==> src/rtl/control_sequencer_pkg.sv <==
// Shared constants for the SAP-style control sequencer: opcodes, control-word
// bit positions, ring-state encodings and the per-state control words.
package control_sequencer_pkg;

  localparam int CTRL_W = 12;
  localparam int RING_W = 6;

  localparam logic [3:0] OP_LDA = 4'b0000;
  localparam logic [3:0] OP_ADD = 4'b0001;
  localparam logic [3:0] OP_SUB = 4'b0010;
  localparam logic [3:0] OP_OUT = 4'b1110;
  localparam logic [3:0] OP_HLT = 4'b1111;

  // Control-word bit positions, MSB first: {Cp, Ep, Lm_n, CE_n, Li_n, Ei_n, La_n, Ea, Su, Eu, Lb_n, Lo_n}
  localparam int CTRL_CP   = 11;
  localparam int CTRL_EP   = 10;
  localparam int CTRL_LM_N = 9;
  localparam int CTRL_CE_N = 8;
  localparam int CTRL_LI_N = 7;
  localparam int CTRL_EI_N = 6;
  localparam int CTRL_LA_N = 5;
  localparam int CTRL_EA   = 4;
  localparam int CTRL_SU   = 3;
  localparam int CTRL_EU   = 2;
  localparam int CTRL_LB_N = 1;
  localparam int CTRL_LO_N = 0;

  localparam logic [RING_W-1:0] T1_OH = 6'b000001;
  localparam logic [RING_W-1:0] T2_OH = 6'b000010;
  localparam logic [RING_W-1:0] T3_OH = 6'b000100;
  localparam logic [RING_W-1:0] T4_OH = 6'b001000;
  localparam logic [RING_W-1:0] T5_OH = 6'b010000;
  localparam logic [RING_W-1:0] T6_OH = 6'b100000;

  localparam logic [CTRL_W-1:0] CW_IDLE   = 12'h3E3;
  localparam logic [CTRL_W-1:0] CW_T1     = 12'h5E3;
  localparam logic [CTRL_W-1:0] CW_T2     = 12'hBE3;
  localparam logic [CTRL_W-1:0] CW_T3     = 12'h263;
  localparam logic [CTRL_W-1:0] CW_MEM_T4 = 12'h1A3;
  localparam logic [CTRL_W-1:0] CW_LDA_T5 = 12'h2C3;
  localparam logic [CTRL_W-1:0] CW_ALU_T5 = 12'h2E1;
  localparam logic [CTRL_W-1:0] CW_ADD_T6 = 12'h3C7;
  localparam logic [CTRL_W-1:0] CW_SUB_T6 = 12'h3CF;
  localparam logic [CTRL_W-1:0] CW_OUT_T4 = 12'h3F2;

endpackage

==> src/rtl/ring_counter.sv <==
// Six-state one-hot timing ring with freeze input; any non-one-hot value
// recovers to T1 on the next edge.
//   state | meaning
//   T1    | address fetch (PC -> MAR)
//   T2    | increment PC
//   T3    | memory -> IR
//   T4-T6 | execute, opcode-dependent
module ring_counter
  import control_sequencer_pkg::*;
(
  input  logic              clk,
  input  logic              clr,
  input  logic              hold,
  output logic [RING_W-1:0] t_state
);

  logic [RING_W-1:0] ring_q;
  logic [RING_W-1:0] ring_d;

  always_comb begin
    ring_d = ring_q;
    if (!$onehot(ring_q)) begin
      ring_d = T1_OH;
    end else if (!hold) begin
      ring_d = {ring_q[RING_W-2:0], ring_q[RING_W-1]};
    end
  end

  always_ff @(posedge clk) begin
    if (clr) begin
      ring_q <= T1_OH;
    end else begin
      ring_q <= ring_d;
    end
  end

  assign t_state = ring_q;

endmodule

==> src/rtl/control_sequencer.sv <==
// Control sequencer: combinational control-word decode from ring state and
// opcode, plus the sticky halt flag that freezes the ring at T4.
module control_sequencer
  import control_sequencer_pkg::*;
(
  input  logic              clk,
  input  logic              clr,
  input  logic [3:0]        opcode,
  output logic [CTRL_W-1:0] ctrl,
  output logic [RING_W-1:0] t_state,
  output logic              hlt
);

  logic halt_q;
  logic halt_d;
  logic hlt_in_t4;
  logic hold;

  ring_counter u_ring (
    .clk     (clk),
    .clr     (clr),
    .hold    (hold),
    .t_state (t_state)
  );

  assign hlt_in_t4 = (t_state == T4_OH) && (opcode == OP_HLT);
  // Freezing on the same edge that sets the flag keeps the ring parked at T4.
  assign hold      = halt_q | hlt_in_t4;
  assign halt_d    = halt_q | hlt_in_t4;

  always_ff @(posedge clk) begin
    if (clr) begin
      halt_q <= 1'b0;
    end else begin
      halt_q <= halt_d;
    end
  end

  always_comb begin
    ctrl = CW_IDLE;
    hlt  = 1'b0;
    if (clr) begin
      ctrl = CW_IDLE;
    end else if (halt_q) begin
      hlt = 1'b1;
    end else begin
      unique case (t_state)
        T1_OH: ctrl = CW_T1;
        T2_OH: ctrl = CW_T2;
        T3_OH: ctrl = CW_T3;
        T4_OH: begin
          case (opcode)
            OP_LDA, OP_ADD, OP_SUB: ctrl = CW_MEM_T4;
            OP_OUT:                 ctrl = CW_OUT_T4;
            OP_HLT:                 hlt  = 1'b1;
            default:                ctrl = CW_IDLE;
          endcase
        end
        T5_OH: begin
          case (opcode)
            OP_LDA:         ctrl = CW_LDA_T5;
            OP_ADD, OP_SUB: ctrl = CW_ALU_T5;
            default:        ctrl = CW_IDLE;
          endcase
        end
        T6_OH: begin
          case (opcode)
            OP_ADD:  ctrl = CW_ADD_T6;
            OP_SUB:  ctrl = CW_SUB_T6;
            default: ctrl = CW_IDLE;
          endcase
        end
        default: ctrl = CW_IDLE;
      endcase
    end
  end

endmodule

==> config.mk <==
export PLATFORM = sky130hd
export DESIGN_NAME = control_sequencer
export DESIGN_NICKNAME = d
export VERILOG_FILES = /design/src/rtl/control_sequencer_pkg.sv /design/src/rtl/ring_counter.sv /design/src/rtl/control_sequencer.sv
export SDC_FILE = /design/constraint.sdc
export NUM_CORES = 1
export LEC_CHECK = 0
export ABC_AREA = 1
export BUFFER_PORTS_ARGS = -buffer_cell sky130_fd_sc_hd__buf_2
export CAP_MARGIN = 20
export CORE_MARGIN = 2
export CORE_UTILIZATION = 30
export CTS_BUF_LIST = sky130_fd_sc_hd__clkbuf_16
export DETAILED_ROUTE_END_ITERATION = 12
export GPL_ROUTABILITY_DRIVEN = 1
export SLEW_MARGIN = 30
export SYNTH_ARGS = -nofsm -noshare
export SYNTH_HDL_FRONTEND = slang
export SYNTH_HIERARCHICAL = 1
export SYNTH_SLANG_ARGS = --single-unit
==> constraint.sdc <==
create_clock -name clk -period 2.45 [get_ports clk]
set_input_delay 0.6125 -clock clk [delete_from_list [all_inputs] [get_ports clk]]
set_output_delay 0.6125 -clock clk [all_outputs]
set_load 0.005 [all_outputs]
==> results of run 1 <==
cell families after synthesis:
group | share of synthesized area (%)
DFF | 17.8
buffers and inverters | 16.2
adders and majority gates | 9.21
and+or+nand+nor | 51.7
AOI/OAI and AO/OA | 5.08
registers in the layout (all words and copies together) (netlist names):
| register | cells |
|---|---|
| halt_q | 1 |
| u_ring/t_state | 6 |
worst register-to-register path, stage by stage, from the launching register on:
cell     delay [ns]
dfxtp_2        0.33
inv_2          0.05
fa_1           0.49
fa_1           0.51
inv_1          0.05
ha_2           0.17
fa_1           0.46
nor2_1         0.13
nand2_2        0.10
nor2_1         0.12
cell type report:
type                            count  area, µm²  area share, %
Clock buffer                        3       75.1           6.98
Clock inverter                      1       3.75          0.349
Inverter                           31        116           10.8
Multi-Input combinational cell    100        526           48.9
Sequential cell                     7        144           13.4
Tap cell                           30       37.5           3.49
Timing Repair Buffer               31        173           16.1
report_power, final:
group	leakage (nW)	total, W	switching [W]	internal (W)
Clock	0.0423	0.000276	0.0000634	0.000212
Combinational	0.497	0.000484	0.000293	0.000192
Sequential	0.0576	0.000154	0.0000168	0.000137
Yosys cell counts, drive strengths merged:
| master | n |
|---|---|
| buf | 1 |
| ha | 1 |
| fa | 3 |
| o21ai | 5 |
| a21oi | 3 |
| nor2 | 42 |
| nand4 | 2 |
| nand3 | 13 |
| nand2 | 30 |
| nor3 | 1 |
| dfxtp | 7 |
| inv | 31 |
metrics by stage:
step,util [%],power (W)
final,43.4,0.000914
after global routing,43.4,0.000987
after CTS,43.1,0.000922
after detailed placement,39.3,0.000624
after global placement,39.3,0.000603
after floorplan,-,0.000475
worst max-delay path by stage:
stage	to	startpoint
after CTS	u_ring/t_state[3]$_SDFFE_PP0N_	u_ring/t_state[3]$_SDFFE_PP0N_
after floorplan	u_ring/t_state[1]$_SDFFE_PP0N_	u_ring/t_state[0]$_SDFFE_PP1N_
after global placement	u_ring/t_state[1]$_SDFFE_PP0N_	u_ring/t_state[0]$_SDFFE_PP1N_
after detailed placement	u_ring/t_state[5]$_SDFFE_PP0N_	u_ring/t_state[0]$_SDFFE_PP1N_
final	u_ring/t_state[3]$_SDFFE_PP0N_	u_ring/t_state[3]$_SDFFE_PP0N_
after global routing	u_ring/t_state[3]$_SDFFE_PP0N_	u_ring/t_state[3]$_SDFFE_PP0N_
cells in the final DEF (no fill, tap or decap):
cell type  instances
dfxtp_1            4
nor2_1            34
inv_1             22
o21ai_1            4
a21oi_1            3
dfxtp_2            3
nand2_2            6
clkbuf_16          3
buf_4              7
nor3_1             1
nand3_2            2
buf_2             24
o21ai_0            1
nor2_2             7
nand4_1            2
inv_2             10
ha_2               1
nand3_1           11
nand2_4            1
fa_1               3
nand2_1           23
nor2_4             1
repair_timing:
action                     CTS  global route
resized for setup            5             1
pin swaps                    3             2
setup endpoints to repair    6             6
hold buffers                 0             0
hold endpoints to repair     0             0
setup buffers                1             1
per-layer routing:
layer	global-route usage, %	up-vias	part of all wire [%]
met5	0	-	0
met4	5.23	0	1.4
met3	1.87	2	4.8
met2	22.6	19	50
met1	15.9	413	44
li1	-	483	-
==> results.yml, run 1 <==
sta:
  fin_ws_ns: -0.0293
  finClkSkew_ns: 0.00225
  whs_ns: 0.495
  tightest_slew_ns: 0.378
  post-route-period-util_pct: 101
  max_freq_mhz: 403
  worst_slew_margin_rel_pct: 74.7
  fin_crit_ns: 2.48
  finalHoldViolCount: 0
  rsz0062_at_grt: "yes"
  tns_ns: -0.0412
  setup_viol: 2
  slew_violations: 0
clocking:
  htreeDepth: 1
  clk_pin_slew_ns: 0.04
  cts_buffers: 3
  clock-sinks: 7
  tritoncts: "yes"
  clk_latency_ns: 0.23
  cts_root_buf: "clkbuf_16"
  cts_buffer_depth: 2
placement:
  numPortBuffers: 24
  dpl_cell_area_um2: 975
  place_ws_ns: -0.0928
  gp_congestion: 0.792
  dp.cells: 197
  dp_hpwl_um: 1620
floorplan:
  dieArea_um2: 3050
  pin_count: 25
  num_rows: 18
  die_height_um: 55.3
  coreArea_um2: 2480
  die_w_um: 55.3
  start_util_pct: 31.8
worst_setup_path:
  rrSetupSlack_ns: -0.03
  path_buf_inv: 2
  crit_slowest_cell: "fa_1"
  cp.arrival_ns: 2.64
  cp.depth: 9
  crit_chain: "inv_2 > fa_1 > fa_1 > inv_1 > ha_2 > fa_1 > nor2_1 > nand2_2 > nor2_1"
  reg2regPathDepth: 9
  path_delay_family: "adder cells"
  path_class: "reg2reg"
  r2r_end: "u_ring/t_state[3]$_SDFFE_PP0N_"
  cp_max_fo: 5
  required_ns: 2.61
  critPathLaunchType: "flip-flop"
  worst_path_most_repeated_cell: "fa_1"
  slowest_delay_ns: 0.51
  rr_startpoint: "u_ring/t_state[3]$_SDFFE_PP0N_"
  end_kind: "flip-flop"
power_and_ir_drop:
  power.leakage_nw: 0.597
  peakVddDrop_mv: 0.505
  p_per_area_nw_per_um2: 850
yosys:
  netlist_area_um2: 788
  yosysTopAreaCell: "dfxtp_1"
  synth_seq_cells: 7
  ys_types: 19
  ys_seq_area_share_pct: 17.8
  synth_area_leaders: "dfxtp_1 (18%), nor2_1 (16%), inv_1 (11%)"
  yosys_warnings: 6
  syn_nets: 149
  synth_top_area_share_pct: 17.8
  syn_avg_cell_area_um2: 5.67
  synthCells: 139
detailed_routing:
  antenna_left: 0
  viasPerCell: 4.52
  detail_route.wl_per_cell_um: 9.79
  firstDrtPassIters: 4
  routed-via-count: 917
  drt_iter0_drc: 14
  totalWireLength_um: 1990
  route.detailed.drc: 0
worst_hold_path:
  hp-start: "halt_q$_SDFF_PP0_"
  hold_depth: 2
  worst_hold_path_type: "reg2reg"
  min_to: "halt_q$_SDFF_PP0_"
global_routing:
  grt_overflow: 0
  antenna_found_initial: 0
  grt_usage_pct: 13.0
  grt_max_degree: 13
  grt_pass1_wl_um: 3300
  grt_pass1_vias: 811
run:
  drv_cap: 0
layout:
  nFillCells: 278
  nNetsFinal: 184
  areaGrowthSynthToFinish_pct: 36.3
  diodes: 0
  drive_gt1_share_pct: 37.6
  stdcell_count: 203
  fin_area_um2: 1070
run_status:
  status: "complete, but fails checks"
  violations: "setup timing"
No activity file was read; power rests on OpenSTA's default activity.
==> run 2, diff against run 1 <==
- ABC_AREA: 1 -> unset
- RECOVER_POWER: unset -> 100
==> results.yml, run 2 <==
yosys:
  synthSimpleGateAreaFrac_pct: 41.7
  yosys_most_used_dff: "dfxtp_1"
  synth-compound-area-share_pct: 11.2
  synth_seq_cells: 7
  synth_top_family_by_area: "simple AND/OR/NAND/NOR gates"
  ys_types: 40
  ys_seq_area_share_pct: 19.5
  synthCells: 88
  synthAdderAreaFrac_pct: 10.1
  synth-edff-count: 0
  yosysMostFrequentCell: "nor2_1"
  yosys_warnings: 6
  synth_xor_area_share_pct: 2.44
  synth_mux_area_share_pct: 6.98
  synth_top_area_share_pct: 19.5
  synth_common_cells: "nor2_1 (13), inv_1 (8), dfxtp_1 (7)"
  synthArstFlopShare_pct: 0
  synth_area_leaders: "dfxtp_1 (20%), fa_1 (8.4%), mux2i_1 (7.0%)"
  yosysTopAreaCell: "dfxtp_1"
  syn_avg_cell_area_um2: 8.15
  syn_nets: 98
  netlist_area_um2: 717
floorplan:
  start_util_pct: 32.1
  coreArea_um2: 2230
  die_height_um: 52.9
  dieArea_um2: 2800
  num_rows: 17
  die_w_um: 52.9
  pin_count: 25
clocking:
  clk_latency_ns: 0.23
  tritoncts: "yes"
  cts_buffers: 3
  htreeDepth: 1
  clk_pin_slew_ns: 0.04
  clock-sinks: 7
  cts_root_buf: "clkbuf_16"
  hold_buffers: 0
  cts_buffer_depth: 2
worst_setup_path:
  required_ns: 2.57
  worst_path_most_repeated_cell: "fa_1"
  rrSetupSlack_ns: -0.40
  r2r_end: "u_ring/t_state[0]$_SDFFE_PP1N_"
  path_buf_inv: 2
  reg2regPathDepth: 8
  crit_chain: "inv_2 > fa_1 > fa_1 > inv_1 > ha_2 > fa_1 > or4b_4 > a211o_1"
  path_class: "reg2reg"
  rr_startpoint: "u_ring/t_state[0]$_SDFFE_PP1N_"
  crit_slowest_cell: "fa_1"
  end_kind: "flip-flop"
  cp.arrival_ns: 2.97
  critPathLaunchType: "flip-flop"
  slowest_delay_ns: 0.51
  path_delay_family: "adder cells"
  cp_max_fo: 2
placement:
  numPortBuffers: 24
  place_ws_ns: -0.418
  dp_hpwl_um: 1450
  gp_congestion: 0.783
global_routing:
  grtUsageMet1_pct: 18.0
  use_met3_pct: 1.69
  grt_overflow: 0
  grt_usage_pct: 14.9
  grt_max_degree: 15
  grt_pass1_vias: 647
  grtUsageMet2_pct: 25.6
  grt-busiest-layer: "met2"
  grt_pass1_wl_um: 2970
  antenna_found_initial: 0
detailed_routing:
  totalWireLength_um: 1910
  route.detailed.drc: 0
  antenna_left: 0
  routed-via-count: 739
  detail_route.wl_per_cell_um: 13.0
  drt_iter0_drc: 17
  firstDrtPassIters: 4
  viasPerCell: 5.03
layout:
  diodes: 0
  final_cell_mix: "buf_2 (23), nor2_1 (13), inv_1 (7), nand2_1 (6), clkbuf_1 (6)"
  final_common_cell: "buf_2"
  nFillCells: 226
  drive_gt1_share_pct: 37.8
  largest_register_ffs: 6
  areaGrowthSynthToFinish_pct: 36.8
  nNetsFinal: 130
  utilization_pct: 43.9
sta:
  setup_viol: 13
  worst_slew_margin_rel_pct: 61.0
  tns_ns: -2.97
  fin_crit_ns: 2.85
  fin_ws_ns: -0.405
  finClkSkew_ns: 0.000623
  finalHoldViolCount: 0
  rsz0062_at_grt: "yes"
  post-route-period-util_pct: 117
  max_freq_mhz: 350
  tightest_slew_ns: 0.585
  slew_violations: 0
  whs_ns: 0.600
worst_hold_path:
  hold_depth: 2
  worst_hold_path_type: "in2reg"
  hp-start: "clr"
  min_to: "halt_q$_SDFF_PP0_"
run_status:
  violations: "setup timing"
  status: "complete, but fails checks"
power_and_ir_drop:
  power.leakage_nw: 0.450
  p_per_area_nw_per_um2: 863
  peakVddDrop_mv: 0.417
run:
  drv_cap: 0
==> run 2: changes by cell type after synthesis, sizes merged, moves of 3 or more <==
cell	previous run	this run
nand3	13	0
nand2	30	6
nor4b	0	3
nor4	0	3
o311ai	0	3
inv	31	8
nor2	42	13
nor2b	0	4
or2	0	3
a21oi	3	0
mux2i	0	5
==> run 2: area by class of cell <==
type                       count  area (µm²)  share of cell area [%]
multi-input combinational     69         538                    54.8
timing repair buffer          31         153                    15.6
sequential                     7         146                    14.9
clock buffer                   3        75.1                    7.65
tap                           28        35.0                    3.57
inverter                       8        30.0                    3.06
clock inverter                 1        3.75                   0.383
==> run 2: worst max path at each step <==
stage,cells after the start,startpoint,to,slack (ns)
2_1_floorplan,9,u_ring/t_state[1]$_SDFFE_PP0N_,u_ring/t_state[0]$_SDFFE_PP1N_,-0.50
3_3_place_gp,8,u_ring/t_state[0]$_SDFFE_PP1N_,u_ring/t_state[0]$_SDFFE_PP1N_,-0.36
3_5_place_dp,8,u_ring/t_state[0]$_SDFFE_PP1N_,u_ring/t_state[0]$_SDFFE_PP1N_,-0.42
4_1_cts,8,u_ring/t_state[1]$_SDFFE_PP0N_,u_ring/t_state[0]$_SDFFE_PP1N_,-0.42
5_1_grt,8,u_ring/t_state[0]$_SDFFE_PP1N_,u_ring/t_state[0]$_SDFFE_PP1N_,-0.45
6_report,8,u_ring/t_state[0]$_SDFFE_PP1N_,u_ring/t_state[0]$_SDFFE_PP1N_,-0.40
==> run 2: where the power goes <==
part	switching (W)	internal [W]	total, W
combinational	0.000218	0.000191	0.000409
clock	0.0000659	0.000213	0.000278
sequential	0.0000209	0.000138	0.000159
==> run 2: repair_timing <==
item                       CTS  global route
resized for setup            1             3
setup endpoints to repair    6            12
pin swaps                    2             2
setup buffers                0             0
==> run 2: logic make-up (layout without fill, tap and decap cells) <==
kind of cell	count (synthesis)	after routing
AOI/OAI and AO/OA	10	10
xor gates and xnor gates	2	2
adders and majority gates	4	4
buffers and inverters	12	43
DFF	7	7
muxes	5	5
and+or+nand+nor	48	48
==> run 2: per-layer routing <==
metal	share of wire (%)	vias up	wire [µm]
met3	5.6	3	107
met5	0	-	0
met2	50	21	959
met4	1.5	0	29
met1	42	348	808
li1	-	367	-
==> run 2: stage by stage <==
stage | cell area, µm² | power [W] | instances
2_1_floorplan | 732 | 0.000456 | 88
3_3_place_gp | 906 | 0.000538 | 143
3_5_place_dp | 906 | 0.000561 | 143
4_1_cts | 988 | 0.000858 | 147
5_1_grt | 981 | 0.000908 | 147
6_report | 981 | 0.000847 | 147
